$ cat config.mk
export PLATFORM = sky130hd
export DESIGN_NAME = block_mean_calc
export DESIGN_NICKNAME = d
export VERILOG_FILES = /design/src/rtl/block_mean_calc.sv
export SDC_FILE = /design/constraint.sdc
export NUM_CORES = 1
export LEC_CHECK = 0
export BUFFER_PORTS_ARGS = -buffer_cell sky130_fd_sc_hd__buf_4
export CAP_MARGIN = 20
export CORE_MARGIN = 2
export CORE_UTILIZATION = 45
export CTS_BUF_LIST = sky130_fd_sc_hd__clkbuf_2
export DETAILED_ROUTE_END_ITERATION = 8
export GPL_TIMING_DRIVEN = 0
export SETUP_SLACK_MARGIN = 0.1
export SLEW_MARGIN = 20
export SYNTH_ARGS = -nofsm -noshare
export SYNTH_HDL_FRONTEND = slang
export SYNTH_SLANG_ARGS = --single-unit
$ cat constraint.sdc
create_clock -name clk -period 4.3 [get_ports clk]
set_input_delay 0.43 -clock clk [delete_from_list [all_inputs] [get_ports clk]]
set_output_delay 0.43 -clock clk [all_outputs]
set_load 0.01 [all_outputs]
$ cat src/rtl/block_mean_calc.sv
// block_mean_calc: per-block mean luminance over a power-of-two block grid.
// Define BLOCK_MEAN_ROUND_EN for a round-half-up mean (truncating otherwise).
module block_mean_calc #(
    parameter int BLK_COLS   = 8,
    parameter int BLK_ROWS   = 4,
    parameter int BLK_W_LOG2 = 7,
    parameter int BLK_H_LOG2 = 7
) (
    input  logic                                  clk,
    input  logic                                  rstn,
    input  logic                                  vs_i,
    input  logic                                  de_i,
    input  logic [7:0]                            luma_i,
    output logic [7:0]                            block_mean_o,
    output logic                                  data_valid_o,
    output logic [$clog2(BLK_COLS*BLK_ROWS)-1:0]  block_idx_o,
    output logic                                  frame_done_o
);

    localparam int IMG_W = BLK_COLS << BLK_W_LOG2;
    localparam int IMG_H = BLK_ROWS << BLK_H_LOG2;
    localparam int SH    = BLK_W_LOG2 + BLK_H_LOG2;
    localparam int ACC_W = 8 + SH;
    localparam int XW    = $clog2(IMG_W) + 1;
    localparam int YW    = $clog2(IMG_H) + 1;
    localparam int CW    = $clog2(BLK_COLS);
    localparam int RW    = (BLK_ROWS > 1) ? $clog2(BLK_ROWS) : 1;
    localparam int IW    = $clog2(BLK_COLS * BLK_ROWS);

    localparam logic [YW-1:0] YMASK = YW'((1 << BLK_H_LOG2) - 1);

    typedef enum logic {
        WAIT_VS,
        ACTIVE
    } state_t;

    state_t           r_state;
    state_t           w_state_nxt;
    logic             r_vs_d;
    logic             r_de_d;
    logic [XW-1:0]    r_x;
    logic [YW-1:0]    r_y;
    logic [ACC_W-1:0] r_acc    [BLK_COLS];
    logic [ACC_W-1:0] r_shadow [BLK_COLS];
    logic             r_dump;
    logic [RW-1:0]    r_dump_row;
    logic             r_emit;
    logic [CW-1:0]    r_col;
    logic [RW-1:0]    r_row;

    logic             w_vs_rise;
    logic             w_active;
    logic             w_pix;
    logic             w_eol;
    logic             w_trig;
    logic [CW-1:0]    w_xcol;
    logic [7:0]       w_mean;
    logic [IW-1:0]    w_idx;
    logic             w_last;

    assign w_vs_rise = vs_i & ~r_vs_d;
    assign w_active  = (r_state == ACTIVE) && !w_vs_rise;
    assign w_pix     = w_active && de_i && (r_x < XW'(IMG_W));
    assign w_eol     = w_active && !de_i && r_de_d;
    assign w_xcol    = CW'(r_x >> BLK_W_LOG2);
    assign w_trig    = w_pix && (r_x == XW'(IMG_W - 1))
                    && ((r_y & YMASK) == YMASK);

`ifdef BLOCK_MEAN_ROUND_EN
    localparam logic [ACC_W:0] HALF = {{ACC_W{1'b0}}, 1'b1} << (SH - 1);
    logic [ACC_W:0] w_round;
    assign w_round = {1'b0, r_shadow[r_col]} + HALF;
    assign w_mean  = 8'(w_round >> SH);
`else
    assign w_mean  = 8'(r_shadow[r_col] >> SH);
`endif

    assign w_idx  = IW'(r_row) * IW'(BLK_COLS) + IW'(r_col);
    assign w_last = (r_col == CW'(BLK_COLS - 1))
                 && (r_row == RW'(BLK_ROWS - 1));

    always_comb begin
        w_state_nxt = r_state;
        if (w_vs_rise) begin
            w_state_nxt = ACTIVE;
        end else if (w_eol && (r_y == YW'(IMG_H - 1))) begin
            w_state_nxt = WAIT_VS;
        end
    end

    always_ff @(posedge clk or negedge rstn) begin
        if (!rstn) begin
            r_state <= WAIT_VS;
            r_vs_d  <= 1'b0;
            r_de_d  <= 1'b0;
        end else begin
            r_state <= w_state_nxt;
            r_vs_d  <= vs_i;
            r_de_d  <= de_i;
        end
    end

    // x saturates at IMG_W so overlong lines stop accumulating
    always_ff @(posedge clk or negedge rstn) begin
        if (!rstn) begin
            r_x <= '0;
            r_y <= '0;
        end else if (w_vs_rise) begin
            r_x <= '0;
            r_y <= '0;
        end else if (w_eol) begin
            r_x <= '0;
            r_y <= r_y + YW'(1);
        end else if (w_pix) begin
            r_x <= r_x + XW'(1);
        end
    end

    // A pixel landing on the dump edge starts the freshly cleared sum
    always_ff @(posedge clk or negedge rstn) begin
        if (!rstn) begin
            for (int c = 0; c < BLK_COLS; c++) begin
                r_acc[c]    <= '0;
                r_shadow[c] <= '0;
            end
        end else begin
            for (int c = 0; c < BLK_COLS; c++) begin
                if (r_dump) begin
                    r_shadow[c] <= r_acc[c];
                end
                if (w_pix && (w_xcol == CW'(c))) begin
                    r_acc[c] <= (r_dump ? {ACC_W{1'b0}} : r_acc[c])
                              + ACC_W'(luma_i);
                end else if (w_vs_rise || r_dump) begin
                    r_acc[c] <= '0;
                end
            end
        end
    end

    always_ff @(posedge clk or negedge rstn) begin
        if (!rstn) begin
            r_dump     <= 1'b0;
            r_dump_row <= '0;
            r_emit     <= 1'b0;
            r_col      <= '0;
            r_row      <= '0;
        end else begin
            r_dump     <= w_trig;
            r_dump_row <= RW'(r_y >> BLK_H_LOG2);
            if (r_dump) begin
                r_emit <= 1'b1;
                r_col  <= '0;
                r_row  <= r_dump_row;
            end else if (r_emit) begin
                if (r_col == CW'(BLK_COLS - 1)) begin
                    r_emit <= 1'b0;
                end else begin
                    r_col <= r_col + CW'(1);
                end
            end
        end
    end

    always_ff @(posedge clk or negedge rstn) begin
        if (!rstn) begin
            block_mean_o <= '0;
            data_valid_o <= 1'b0;
            block_idx_o  <= '0;
            frame_done_o <= 1'b0;
        end else begin
            data_valid_o <= r_emit;
            block_mean_o <= r_emit ? w_mean : 8'd0;
            block_idx_o  <= r_emit ? w_idx : '0;
            frame_done_o <= r_emit && w_last;
        end
    end

`ifndef SYNTHESIS
    always @(posedge clk) begin
        if (rstn && w_trig) begin
            assert (!r_emit && !r_dump);
        end
    end
`endif

endmodule

==> flow_summary.yaml <==
floorplan:
  die_width_um: 200
  initial_utilization: 0.457
  row_count: 71
  die_h_um: 200
  core_sq_um: 37700
  top_level_ports: 27
  die_area_sq_um: 39800
power:
  p_sw_mw: 1.70
  pwr-share-comb: 0.107
  pwr-share-clk: 0.387
  p_seq_frac: 0.507
  leakage_nw: 8.82
  internal_power_mw: 3.88
  p_sw_frac: 0.304
  p_total_mw: 5.57
  power_per_cell_area_nw_per_um2: 291
  ir_drop_mv: 0.137
global_route:
  first_global_vias: 14800
  grt_pass1_wl_um: 84100
  gr-usage-all-layers: 0.277
  grt_max_degree: 92
  overflow: 0
  grt_antenna_before_repair: 2
flow_run:
  max-cap-violations: 0
timing:
  period_share: 0.928
  drv_slew: 0
  relSlewSlack: 0.336
  rsz0062_at_grt: "false"
  skew_ns: 0.0962
  setup_viol_count_final: 0
  finalCriticalPeriod_ns: 3.99
  tightest_slew_ns: 0.996
  fmax_mhz: 251
  worst_slack_ns: 0.309
  fin_setup_tns_ns: 0
  hold_violations: 0
  holdWs_ns: 0.108
finish:
  stdcell_area_sq_um: 19200
  nets: 2011
  stdcell_count: 2492
  drive_above_1_share: 0.169
  finalCoreUtilization: 0.508
  area_growth_pct: 11.3
clocking:
  root_buffer: "clkbuf_2"
  clk_latency_ns: 0.99
  cts_sinks: 288
  cts_tree: "yes"
  clkTransAtPathRegs_ns: 0.10
  htree_levels: 3
  clockBufferDepth: 3
  cts_made_buffers: 84
critical_path:
  critPathLaunch: "r_dump$_DFF_PN0_"
  cp_max_fo: 19
  cp.required_ns: 5.13
  timing.rr.end: "r_acc[16]$_DFFE_PN0P_"
  end_kind: "register"
  reg2reg_depth: 13
  startpoint_type: "register"
  worstPathArrival_ns: 4.83
  crit_type: "register to register"
  ff2ff_setup_slack_ns: 0.31
  reg2reg_from: "r_dump$_DFF_PN0_"
  cp-endpoint: "r_acc[16]$_DFFE_PN0P_"
placed_design:
  post_dp_cell_area_sq_um: 18100
  globalplace.congestion: 0.898
  port_buffers: 26
  dp_hpwl_um: 37600
  dp_cells: 2337
  dp_worst_setup_slack_ns: -1.49
synthesis:
  synth_edf_count: 0
  async_flop_share: 1.00
  ys_ff_latch: 288
  seq_area_frac_synth: 0.419
  synth-warning-count: 0
  synth.top_cell.area_share: 0.419
  synthTopCellsByCount: "dfrtp_1 (288), nand2_1 (164), nand3_1 (121)"
  yosys-top-cells-area: "dfrtp_1 (42%), ha_1 (4.9%), mux2_2 (4.6%), nor2b_1 (3.7%), nand2_1 (3.6%)"
  ys_types: 82
  synth_area_sq_um: 17200
  syn_nets: 1885
  synth_ff_type: "dfrtp_1"
  syn_inst: 1797
  synth_top_cell_by_area: "dfrtp_1"
  syn_avg_cell_area_sq_um: 9.57
  post-synth-top-count-cell: "dfrtp_1"
worst_hold_path:
  min_path_type: "input port to register"
drt:
  antenna_left: 0
  drc: 0
  wl_per_cell_um: 21.4
  drt_iter0_drc: 1106
  routed_wl_um: 53300
  first_pass_iters: 7
  via_count: 15000
  viasPerCell: 6.02
outcome:
  status: "finished clean"
## what timing repair did
| item | CTS | global route |
|---|---|---|
| gates resized for setup | 46 | 8 |
| hold endpoints to repair | 301 | 0 |
| hold buffers | 6 | 0 |
| pin swaps | 4 | 2 |
| endpoints found under the setup margin | 168 | 18 |
| setup buffers | 5 | 3 |
## metal layers
metal  track usage  vias up  share of wire
met1         0.366     7472           0.43
met4        0.0966        0          0.022
met2         0.452      478           0.48
li1              -     6960              -
met5             0        -              0
met3        0.0565       93          0.066
## worst max-delay path: stages (launching register included)
cell	delay, ns
dfrtp_2	0.49
buf_6	0.22
inv_2	0.31
clkbuf_2	0.36
clkbuf_2	0.46
nand2_1	0.17
fa_1	0.46
nor2b_1	0.16
o21a_1	0.15
o21a_2	0.18
o211ai_1	0.09
buf_4	0.18
or4_1	0.48
a21oi_1	0.19
## layout by cell type, fill, tap and decap left out, types with 19 or more instances in the layout
cell type	instances
buf_2	21
clkbuf_1	39
o21a_1	23
o21ai_0	109
and3_1	28
nor2b_1	103
clkbuf_2	132
mux2i_1	19
nand3_1	121
a21oi_1	77
nand2_1	164
a21o_1	22
dfrtp_1	287
ha_1	68
nor2_1	100
inv_1	46
o211ai_1	34
buf_4	37
nand4_1	37
xor2_1	42
nor3_1	27
or3_1	22
mux2_2	71
## power groups by stage
stage	sequential, mW	combinational [mW]	clock [mW]
after floorplan	2.86	0.373	0
after global placement	2.87	0.553	0
after detailed placement	2.88	0.578	0
after CTS	2.82	0.590	2.22
after global routing	2.83	0.663	2.37
final	2.82	0.594	2.16
## layout make-up
class                      instances  area (sq um)
fill                            3593         18500
tap                              511           639
multi-input combinational       1378          9570
timing repair buffer              43           415
sequential                       288          7210
clock buffer                     127           636
buffer                            80           378
clock inverter                    16           121
antenna                            1          2.50
inverter                          48           180
## flip-flops by register name, indices dropped and copies added, names as in the netlist, 2 cells and up
register and cells:
r_acc 176, block_mean_o 8, block_idx_o 5, r_x 11, r_col 3, r_dump_row 2
r_y 10, r_row 2, r_shadow 64
## cell families (layout without fill, tap and decap cells)
family,count (synthesis),after routing,synth area share
flops,288,288,0.419
compound gates,441,441,0.173
xor+xnor,60,60,0.0305
simple gates,695,695,0.210
mux,106,106,0.0785
buf+inv,131,314,0.0309
fa+ha+maj,76,76,0.0588
other cells,0,1,0
## how the worst min path moves through the flow
stage | startpoint | to | cells after the start
6_report | luma_i[4] | r_acc[92]$_DFFE_PN0P_ | 4
5_1_grt | vs_i | r_vs_d$_DFF_PN0_ | 2
4_1_cts | luma_i[4] | r_acc[92]$_DFFE_PN0P_ | 4
3_5_place_dp | rstn | r_acc[156]$_DFFE_PN0P_ | 1
3_3_place_gp | r_y[8]$_DFFE_PN0P_ | r_dump_row[1]$_DFF_PN0_ | 0
2_1_floorplan | rstn | block_idx_o[0]$_DFF_PN0_ | 0
No activity file was read; power rests on OpenSTA's default activity.
